### config.mk
export PLATFORM = sky130hd
export DESIGN_NAME = pwm_duty_decoder
export DESIGN_NICKNAME = d
export VERILOG_FILES = /design/src/rtl/pwm_pkg.sv /design/src/rtl/pwm_edge_sync.sv /design/src/rtl/pwm_duty_decoder.sv
export SDC_FILE = /design/constraint.sdc
export NUM_CORES = 1
export LEC_CHECK = 0
export CORE_ASPECT_RATIO = 1.75
export CORE_MARGIN = 4
export CORE_UTILIZATION = 65
export CTS_BUF_LIST = sky130_fd_sc_hd__clkbuf_4
export DETAILED_ROUTE_END_ITERATION = 6
export GPL_TIMING_DRIVEN = 0
export PLACE_DENSITY_LB_ADDON = 0.12
export SLEW_MARGIN = 20
export SYNTH_ARGS = -nofsm -noshare
export SYNTH_HDL_FRONTEND = slang
export SYNTH_HIERARCHICAL = 1
export SYNTH_SLANG_ARGS = --single-unit
### constraint.sdc
create_clock -name clk -period 7.45 [get_ports clk]
set_input_delay 1.8625 -clock clk [delete_from_list [all_inputs] [get_ports clk]]
set_output_delay 1.8625 -clock clk [all_outputs]
set_load 0.02 [all_outputs]
### src/rtl/pwm_pkg.sv
`default_nettype none
// ============================================================================
//  Module      : pwm_pkg
//  Description : Shared constants and types for the PWM receive/capture blocks.
//  Revision    : 1.0 - initial release
// ============================================================================
package pwm_pkg;

    // Number of duty quanta reported by the decoder (tenths).
    localparam int C_DUTY_STEPS = 10;

    // Width of the reported duty value; holds 0..C_DUTY_STEPS.
    localparam int C_DUTY_W = 4;

    // Measurement FSM: waiting for a reference rise, or measuring rise-to-rise.
    typedef enum logic [0:0] {
        ACQUIRE = 1'b0,
        MEASURE = 1'b1
    } state_t;

endpackage : pwm_pkg
`default_nettype wire

### src/rtl/pwm_edge_sync.sv
`default_nettype none
// ============================================================================
//  Module      : pwm_edge_sync
//  Description : Two-flop synchroniser for an asynchronous level, followed by
//                an edge register. s_o, rise_det_o and fall_det_o are mutually
//                aligned: on a rise_det_o cycle s_o already reads 1.
//  Revision    : 1.0 - initial release
// ============================================================================
module pwm_edge_sync
    import pwm_pkg::*;
(
    input  logic clk,
    input  logic rst,
    input  logic pwm_i,
    output logic s_o,
    output logic rise_det_o,
    output logic fall_det_o
);

    logic meta_q;
    logic sync_q;
    logic lvl_q;
    logic rise_q;
    logic fall_q;

    // Synchroniser chain plus one level/edge register stage.
    always_ff @(posedge clk) begin
        if (rst) begin
            meta_q <= 1'b0;
            sync_q <= 1'b0;
            lvl_q  <= 1'b0;
            rise_q <= 1'b0;
            fall_q <= 1'b0;
        end else begin
            meta_q <= pwm_i;
            sync_q <= meta_q;
            lvl_q  <= sync_q;
            rise_q <= sync_q & ~lvl_q;
            fall_q <= ~sync_q & lvl_q;
        end
    end

    assign s_o        = lvl_q;
    assign rise_det_o = rise_q;
    assign fall_det_o = fall_q;

endmodule : pwm_edge_sync
`default_nettype wire

### src/rtl/pwm_duty_decoder.sv
`default_nettype none
// ============================================================================
//  Module      : pwm_duty_decoder
//  Description : Measures period and high time of an incoming PWM waveform,
//                reports duty in DUTY_STEPS quanta and flags loss of signal
//                when the line has been static for TIMEOUT_CYC cycles.
//  Revision    : 1.0 - initial release
// ============================================================================
module pwm_duty_decoder
    import pwm_pkg::*;
#(
    parameter int CNT_W       = 16,
    parameter int TIMEOUT_CYC = 1000,
    parameter int DUTY_STEPS  = C_DUTY_STEPS  // must fit in C_DUTY_W bits
) (
    input  logic                clk,
    input  logic                rst,
    input  logic                pwm_in,
    output logic [C_DUTY_W-1:0] duty_tenths,
    output logic [CNT_W-1:0]    high_cnt,
    output logic [CNT_W-1:0]    period_cnt,
    output logic                meas_valid,
    output logic                no_signal
);

    // Scaled high time needs 4 extra bits to hold high*DUTY_STEPS.
    localparam int               SCL_W     = CNT_W + 4;
    localparam logic [CNT_W-1:0] C_CNT_MAX = '1;
    localparam logic [CNT_W-1:0] C_ONE     = CNT_W'(1);
    localparam logic [CNT_W-1:0] C_TIMEOUT = CNT_W'(TIMEOUT_CYC);

    // ------------------------------------------------------------------
    // Input synchronisation and edge detection
    // ------------------------------------------------------------------
    logic w_s;
    logic w_rise;
    logic w_fall;

    pwm_edge_sync u_edge_sync (
        .clk        (clk),
        .rst        (rst),
        .pwm_i      (pwm_in),
        .s_o        (w_s),
        .rise_det_o (w_rise),
        .fall_det_o (w_fall)
    );

    // ------------------------------------------------------------------
    // Run counters and FSM
    // ------------------------------------------------------------------
    logic [CNT_W-1:0] per_run_q,  per_run_d;
    logic [CNT_W-1:0] hi_run_q,   hi_run_d;
    logic [CNT_W-1:0] idle_run_q, idle_run_d;
    state_t           state_q,    state_d;
    logic             w_capture;
    logic             w_timeout;

    // Any edge in the same cycle as the timeout threshold suppresses it.
    assign w_timeout = (idle_run_q == C_TIMEOUT) && !w_rise && !w_fall;

    // Saturating run counters; the rise restarts period/high at 1 because the
    // rise cycle itself belongs to the new period and is already high.
    always_comb begin
        per_run_d  = per_run_q;
        hi_run_d   = hi_run_q;
        idle_run_d = idle_run_q;
        if (w_rise) begin
            per_run_d = C_ONE;
            hi_run_d  = C_ONE;
        end else begin
            if (per_run_q != C_CNT_MAX) begin
                per_run_d = per_run_q + C_ONE;
            end
            if (w_s && (hi_run_q != C_CNT_MAX)) begin
                hi_run_d = hi_run_q + C_ONE;
            end
        end
        if (w_rise || w_fall) begin
            idle_run_d = '0;
        end else if (idle_run_q != C_CNT_MAX) begin
            idle_run_d = idle_run_q + C_ONE;
        end
    end

    // Next state and capture strobe; the first rise only arms measurement.
    always_comb begin
        state_d   = state_q;
        w_capture = 1'b0;
        case (state_q)
            ACQUIRE: begin
                if (w_rise) begin
                    state_d = MEASURE;
                end
            end
            MEASURE: begin
                if (w_rise) begin
                    w_capture = 1'b1;
                end
            end
            default: state_d = ACQUIRE;
        endcase
        if (w_timeout) begin
            state_d = ACQUIRE;
        end
    end

    // State and counter registers.
    always_ff @(posedge clk) begin
        if (rst) begin
            state_q    <= ACQUIRE;
            per_run_q  <= '0;
            hi_run_q   <= '0;
            idle_run_q <= '0;
        end else begin
            state_q    <= state_d;
            per_run_q  <= per_run_d;
            hi_run_q   <= hi_run_d;
            idle_run_q <= idle_run_d;
        end
    end

    // ------------------------------------------------------------------
    // Stage 1: scaled high time and period multiples
    // ------------------------------------------------------------------
    logic [SCL_W-1:0] w_scaled;
    logic [SCL_W-1:0] w_mult      [DUTY_STEPS];
    logic [SCL_W-1:0] st1_mult_q  [DUTY_STEPS];
    logic [SCL_W-1:0] st1_scaled_q;
    logic [CNT_W-1:0] st1_hi_q;
    logic [CNT_W-1:0] st1_per_q;
    logic             st1_valid_q;

    generate
        if (DUTY_STEPS == 10) begin : g_scale_shift
            assign w_scaled = (SCL_W'(hi_run_q) << 3) + (SCL_W'(hi_run_q) << 1);
        end else begin : g_scale_mul
            assign w_scaled = SCL_W'(hi_run_q) * SCL_W'(DUTY_STEPS);
        end
    endgenerate

    generate
        for (genvar k = 0; k < DUTY_STEPS; k++) begin : g_mult
            assign w_mult[k] = SCL_W'(per_run_q) * SCL_W'(k + 1);
        end
    endgenerate

    // Capture counters (pre-restart values) together with the stage-1 products.
    always_ff @(posedge clk) begin
        if (rst) begin
            st1_valid_q  <= 1'b0;
            st1_hi_q     <= '0;
            st1_per_q    <= '0;
            st1_scaled_q <= '0;
            for (int k = 0; k < DUTY_STEPS; k++) begin
                st1_mult_q[k] <= '0;
            end
        end else begin
            st1_valid_q <= w_capture;
            if (w_capture) begin
                st1_hi_q     <= hi_run_q;
                st1_per_q    <= per_run_q;
                st1_scaled_q <= w_scaled;
                for (int k = 0; k < DUTY_STEPS; k++) begin
                    st1_mult_q[k] <= w_mult[k];
                end
            end
        end
    end

    // ------------------------------------------------------------------
    // Stage 2: quantise and update the outputs
    // ------------------------------------------------------------------
    logic [C_DUTY_W-1:0] w_duty;
    logic [C_DUTY_W-1:0] duty_q;
    logic [CNT_W-1:0]    high_q;
    logic [CNT_W-1:0]    period_q;
    logic                valid_q;
    logic                nosig_q;
    logic                to_pend_q;

    // Largest k with k*period <= scaled; multiples ascend so the last hit wins.
    always_comb begin
        w_duty = '0;
        for (int k = 1; k <= DUTY_STEPS; k++) begin
            if (st1_mult_q[k-1] <= st1_scaled_q) begin
                w_duty = C_DUTY_W'(k);
            end
        end
    end

    // Output registers; a pipeline result takes priority and defers a
    // coincident timeout by one cycle.
    always_ff @(posedge clk) begin
        if (rst) begin
            duty_q    <= '0;
            high_q    <= '0;
            period_q  <= '0;
            valid_q   <= 1'b0;
            nosig_q   <= 1'b1;
            to_pend_q <= 1'b0;
        end else begin
            valid_q <= 1'b0;
            if (st1_valid_q) begin
                duty_q    <= w_duty;
                high_q    <= st1_hi_q;
                period_q  <= st1_per_q;
                valid_q   <= 1'b1;
                nosig_q   <= 1'b0;
                to_pend_q <= w_timeout;
            end else if (w_timeout || to_pend_q) begin
                duty_q    <= w_s ? C_DUTY_W'(DUTY_STEPS) : '0;
                high_q    <= '0;
                period_q  <= '0;
                valid_q   <= 1'b1;
                nosig_q   <= 1'b1;
                to_pend_q <= 1'b0;
            end
        end
    end

    assign duty_tenths = duty_q;
    assign high_cnt    = high_q;
    assign period_cnt  = period_q;
    assign meas_valid  = valid_q;
    assign no_signal   = nosig_q;

endmodule : pwm_duty_decoder
`default_nettype wire

==> results of run 1 <==
## area by class of cell
class	instances	share of cell area
Inverter	58	0.0131
Clock inverter	21	0.00694
Clock buffer	75	0.0332
Buffer	38	0.00967
Timing Repair Buffer	41	0.0253
Tap cell	304	0.0224
Sequential cell	227	0.318
Antenna cell	2	0.000295
Multi-Input combinational cell	1267	0.571
## metal layers
layer	vias to the layer above	part of all wire
met5	-	0
li1	6154	-
met1	6135	0.37
met4	0	0.079
met2	466	0.49
met3	188	0.061
## synthesized netlist by cell type, types with 3 or more instances
cell and count:
o22ai_1 15, and4_1 8, o21ai_1 3, nor2b_1 25, dfxtp_1 143, nand2b_1 12, inv_1 56, o21bai_1 11
fa_1 20, ha_1 268, a211oi_1 25, o41ai_1 6, and3_1 24, a221oi_1 3, nor4_1 7, nand3_1 41
o31ai_1 4, nand4_1 38, a21oi_1 96, o211ai_1 3, nor2_1 163, o21ai_0 66, xnor2_1 31, o21a_1 12
o31a_1 9, xor2_1 53, edfxtp_1 84, or2_2 9, a31oi_1 14, o32ai_1 3, nor3b_1 4, nand3b_1 3
a211o_1 3, clkbuf_1 33, a2111oi_0 3, a22o_1 45, or3_1 9, nand2_1 77, a21o_1 50, nor3_1 39
and2_1 30
## metrics by stage
stage	setup slack (ns)	total power, mW	utilization	area (sq um)
CTS	3.40	2.52	0.723	16900
finish	3.31	2.51	0.723	16900
global placement	-0.167	1.51	0.693	16200
floorplan	2.30	1.47	-	15400
detailed placement	2.68	1.52	0.694	16300
global route	3.16	2.61	0.723	16900
## power groups by stage
stage | clock [mW] | combinational, mW | sequential [mW]
global route | 1.09 | 0.195 | 1.33
detailed placement | 0 | 0.168 | 1.35
CTS | 1.03 | 0.170 | 1.33
finish | 1.01 | 0.172 | 1.33
floorplan | 0 | 0.122 | 1.35
global placement | 0 | 0.158 | 1.36
## kinds of logic (layout without fill, tap and decap cells)
kind of cell    after synthesis  after routing
simple gates                502            502
compound gates              392            392
fa+ha+maj                   288            288
flops                       227            227
buf+inv                      96            233
xor+xnor                     84             84
mux                           1              1
other cells                   0              2
## worst max-delay path: stages
cell and delay, ns:
clkdlybuf4s50_1 0.64, a21oi_1 0.62, clkinv_1 0.45, clkbuf_4 0.50
buf_16 0.32, o32ai_1 0.27
## flip-flops by register name (all words and copies together) (netlist names), 4 cells and up
signal,cells
duty_tenths,4
hi_run_q,16
high_cnt,16
idle_run_q,16
per_run_q,16
period_cnt,16
st1_hi_q,16
st1_mult_q,84
st1_per_q,16
st1_scaled_q,17
## worst max-delay path by stage
stage	start	slack (ns)	end
2_1_floorplan	rst	2.30	st1_scaled_q[10]$_SDFFE_PP0P_
3_3_place_gp	rst	-0.17	st1_scaled_q[16]$_SDFFE_PP0P_
3_5_place_dp	rst	2.68	st1_mult_q[8][19]$_SDFFCE_PN0P_
4_1_cts	rst	3.40	st1_scaled_q[16]$_SDFFE_PP0P_
5_1_grt	rst	3.16	st1_scaled_q[16]$_SDFFE_PP0P_
6_report	rst	3.31	st1_scaled_q[16]$_SDFFE_PP0P_
==> reports/qor.yml, run 1 <==
vias_per_cell: 6.37
synth_cells: 1590
outcome: "finished, final reports clean"
dpl.hpwl_um: 31300
synthArstFlopShare: 0
cts_hold_buf: 0
synth_edf_count: 84
worst_hold_slack_ns: 0.442
grt_use_met3: 0.0495
setup-violations-final: 0
fill_cells: 1841
final_cells: 2033
layout_commonest_cell: "ha_1"
rsz0062_at_grt: "no"
final_cell_mix: "268 x ha_1, 163 x nor2_1, 143 x dfxtp_1"
dp_cells: 1935
syn_to_final_growth_pct: 9.69
period_needed_ns: 4.14
post-route-period-util: 0.555
synth_fa_ha_area_frac: 0.243
vdd_drop_max_v: 0.000111
routed_wl_um: 41800
arrival_ns: 4.68
synth_xor_area_frac: 0.0476
nets: 1977
grt_max_degree: 60
hold_class: "reg -> reg"
grt.busiest_layer: "met2"
synth_ff_type: "dfxtp_1"
seq_power_share: 0.528
synth.avg_cell_area_sq_um: 9.72
hold_end: "u_edge_sync/fall_det_o$_SDFF_PP0_"
cts_made_buffers: 53
maxSlewHeadroom: 0.344
r2r-start: "per_run_q[3]$_SDFFE_PP0P_"
synth_area_sq_mm: 0.0154
hold_depth: 1
max-cap-violations: 0
layout-drive-gt1-share: 0.0649
die-area_sq_mm: 0.0264
wl_per_cell_um: 20.6
cts_sinks: 227
hold_violations: 0
synth.largest_area_cell: "ha_1"
power_frac_clock: 0.404
path_class: "in -> reg"
route.antenna.remaining_nets: 0
r2r_setup_slack_ns: 3.43
clock_skew_ns: 0.0391
worst_pin_slew_ns: 0.960
yosysWarnings: 6
met1_usage: 0.348
die_h_um: 212
grt_first_pass_wirelength_um: 66800
vias: 12943
p_per_area_mw_per_mm2: 148
use_met2: 0.563
end_kind: "flop"
grt_pass1_vias: 13253
p_leak_nw: 7.35
synth_top_family_by_area: "adder cells"
synth_cell_types: 78
path_clk_slew_ns: 0.07
chipWidth_um: 125
yosys.area_share.simple: 0.163
start_util: 0.659
internal_power_mw: 1.88
min-delay-start: "u_edge_sync/sync_q$_SDFF_PP0_"
core_area_sq_mm: 0.0234
tritoncts: "done"
synth_compound_area_frac: 0.172
htree_levels: 2
synth_top_area_frac: 0.217
cp-start-kind: "primary input"
ioPinCount: 41
syn-num-nets: 1881
rows: 74
cp.required_ns: 8.00
regArea_sq_mm: 0.00539
p_sw_mw: 0.635
antenna_found_initial: 3
p_sw_frac: 0.253
multi_input_area_sq_mm: 0.00968
clk_latency_ns: 0.71
combPwrFrac: 0.068
maxSlewViolCount: 0
overflow: 0
cts-root-buf: "clkbuf_4"
critPathMaxFanout: 59
r2r_cells: 10
drc_errors: 0
yosys-top-cells-area: "ha_1 22%, dfxtp_1 19%, edfxtp_1 16%"
grt_usage: 0.318
place_congestion: 0.969
r2r_end: "st1_mult_q[9][18]$_SDFFCE_PN0P_"
cts_max_path_buffers: 3
tns_ns: 0
drtIter0Drc: 778
fmax_mhz: 242
cts_resized: 0
yosysSeqAreaShare: 0.349
synth_seq_cells: 227
synth_mux_area_frac: 0.000648
drt_first_pass_iters: 5
cts_setup_buffers: 0
portBuffers: 40
No activity file was read; power rests on OpenSTA's default activity.
==> inputs of run 2 (changes only) <==
clock period = 4.05 ns   (was 7.45 ns; I/O delays follow)
==> reports/qor.yml, run 2 (synthesis results as in run 1) <==
critPathMaxFanout: 11  # -81%
die_h_um: 212  # unchanged
crit_family: "compound AO/OA/AOI/OAI gates"
placed_area_sq_mm: 0.0162  # -0.13%
layout-drive-gt1-share: 0.0693  # +0.00447
worst_pin_slew_ns: 1.09  # +0.134 ns
p_sw_mw: 1.20  # +89%
chipWidth_um: 125  # unchanged
post-route-period-util: 0.970
vias_per_cell: 6.30  # -1.0%
power_frac_clock: 0.408  # +0.004
grt_pass1_vias: 12844  # -3.1%
grt_usage: 0.314  # -0.00393
cp-start-kind: "flop"
portBuffers: 40  # unchanged
dp_slack_ns: 0.131  # -2.55 ns
rsz0062_at_grt: "no"
maxSlewViolCount: 0  # unchanged
maxSlewHeadroom: 0.252  # -0.0917
p_sw_frac: 0.259  # +0.00595
path_class: "reg -> reg"
cts_hold_buf: 0  # unchanged
final_cells: 2036  # +0.15%
combPwrFrac: 0.067  # about the same
grt_first_pass_wirelength_um: 65700  # -1.7%
vdd_drop_max_v: 0.000286  # +160%
routed_wl_um: 41500  # -0.87%
wl_per_cell_um: 20.4  # -1.0%
path_clk_slew_ns: 0.08  # about the same
final_cell_area_sq_mm: 0.0169  # about the same
hold_violations: 0  # unchanged
largest_reg_flops: 84  # unchanged
cts_max_path_buffers: 3  # unchanged
route.antenna.remaining_nets: 0  # unchanged
end_kind: "flop"
r2r_cells: 7  # -3
vias: 12833  # -0.85%
clock_skew_ns: 0.0726  # +0.0335 ns
p_per_area_mw_per_mm2: 274  # +85%
tns_ns: 0  # unchanged
cp.depth: 7  # +1
drtIter0Drc: 862  # +11%
dp_cells: 1934  # -0.052%
period_needed_ns: 3.93
cts_made_buffers: 55  # +3.8%
crit_buf_inv: 0  # -4
layout_commonest_cell: "ha_1"
top_register: "st1_mult_q"
start_util: 0.659  # unchanged
dpl.hpwl_um: 30900  # -1.5%
fin_ws_ns: 0.122  # -3.19 ns
cts-root-buf: "clkbuf_4"
crit_start: "per_run_q[9]$_SDFFE_PP0P_"
largest_registers: "st1_mult_q: 84 flops, st1_scaled_q: 17 flops"
cp_slowest_stage_delay_ns: 0.98  # +0.34 ns
antenna_found_initial: 2  # -1
drc_errors: 0  # unchanged
die-area_sq_mm: 0.0264  # unchanged
r2r-start: "per_run_q[9]$_SDFFE_PP0P_"
crit_chain: "fa_1, ha_1, a2111oi_0, a21oi_1, o31ai_1, nand4b_1, nand3_1"
cp.required_ns: 4.48  # -3.52 ns
setup-violations-final: 0  # unchanged
htree_levels: 2  # unchanged
hold_class: "reg -> reg"
cts_sinks: 227  # unchanged
core_area_sq_mm: 0.0234  # unchanged
drt_first_pass_iters: 5  # unchanged
r2r_setup_slack_ns: 0.12  # -3.31 ns
seq_power_share: 0.526  # -0.002
max-cap-violations: 0  # unchanged
tritoncts: "done"
r2r_end: "st1_mult_q[6][18]$_SDFFCE_PN0P_"
clk_latency_ns: 0.75  # +0.04 ns
p_leak_nw: 7.36  # +0.13%
fmax_mhz: 255
ioPinCount: 41  # unchanged
final_cell_mix: "268 x ha_1, 163 x nor2_1, 142 x dfxtp_1"
grt_max_degree: 94  # +57%
place_congestion: 0.961  # -0.78%
crit_end: "st1_mult_q[6][18]$_SDFFCE_PN0P_"
overflow: 0  # unchanged
cpMaxStageDelayCell: "a2111oi_0"
arrival_ns: 4.36  # -0.32 ns
cts_setup_buffers: 0  # unchanged
internal_power_mw: 3.44  # +83%
nets: 1978  # +0.051%
rows: 74  # unchanged
power_mw: 4.64  # +85%
syn_to_final_growth_pct: 9.66  # about the same
outcome: "finished, final reports clean"
## run 2: changes by cell type in the layout (fill, tap and decap cells not counted), sizes merged
| cell | previous run | this run |
|---|---|---|
| buf | 5 | 4 |
| clkinv | 18 | 20 |
| bufinv | 1 | 0 |
| diode | 2 | 1 |
| inv | 59 | 58 |
| clkbuf | 109 | 114 |
## run 2: per-stage QoR
| step | hold slack [ns] | util |
|---|---|---|
| CTS | 0.439 | 0.723 |
| global route | 0.451 | 0.723 |
| finish | 0.431 | 0.723 |
| detailed placement | 0.441 | 0.693 |
| floorplan | 0.401 | - |
| global placement | 0.435 | 0.693 |
## run 2: layout make-up
class	count	area (sq um)
buffer	38	170
timing repair buffer	40	400
sequential	227	5390
clock buffer	80	601
multi-input combinational	1267	9680
inverter	58	223
fill	1792	6480
tap	304	380
antenna	1	2.50
clock inverter	21	97.6
## run 2: repair_timing
| item | 4_1_cts | 5_1_grt |
|---|---|---|
| setup endpoints to repair | 0 | 1 |
| hold endpoints to repair | 0 | 0 |
| gates resized for setup | 0 | 1 |
## run 2: layer usage
layer  vias to the layer above  share of wire  GRT usage
li1                       6186              -          -
met1                      6031           0.37      0.341
met2                       448           0.49      0.559
met3                       168          0.055     0.0472
met4                         0          0.078      0.219
met5                         -              0          0
## run 2: power by group through the flow
stage	combinational [mW]	clock (mW)	sequential [mW]
finish	0.310	1.89	2.44
CTS	0.308	1.92	2.44
floorplan	0.225	0	2.47
global placement	0.290	0	2.49
detailed placement	0.305	0	2.49
global route	0.353	2.05	2.44
## run 2: worst min-delay path by stage
stage	end	cells past startpoint	startpoint
floorplan	u_edge_sync/fall_det_o$_SDFF_PP0_	1	u_edge_sync/sync_q$_SDFF_PP0_
global placement	st1_per_q[15]$_SDFFE_PP0P_	2	st1_per_q[15]$_SDFFE_PP0P_
detailed placement	st1_per_q[8]$_SDFFE_PP0P_	1	st1_per_q[8]$_SDFFE_PP0P_
CTS	u_edge_sync/fall_det_o$_SDFF_PP0_	1	u_edge_sync/sync_q$_SDFF_PP0_
global route	u_edge_sync/fall_det_o$_SDFF_PP0_	1	u_edge_sync/sync_q$_SDFF_PP0_
finish	u_edge_sync/fall_det_o$_SDFF_PP0_	1	u_edge_sync/sync_q$_SDFF_PP0_
==> inputs of run 3 (changes only) <==
HOLD_SLACK_MARGIN = 0.05   (was not set)
SKIP_LAST_GASP = 1   (was not set)
==> results of run 3 <==
Final layout, timing and power as in run 2 (identical DEF).
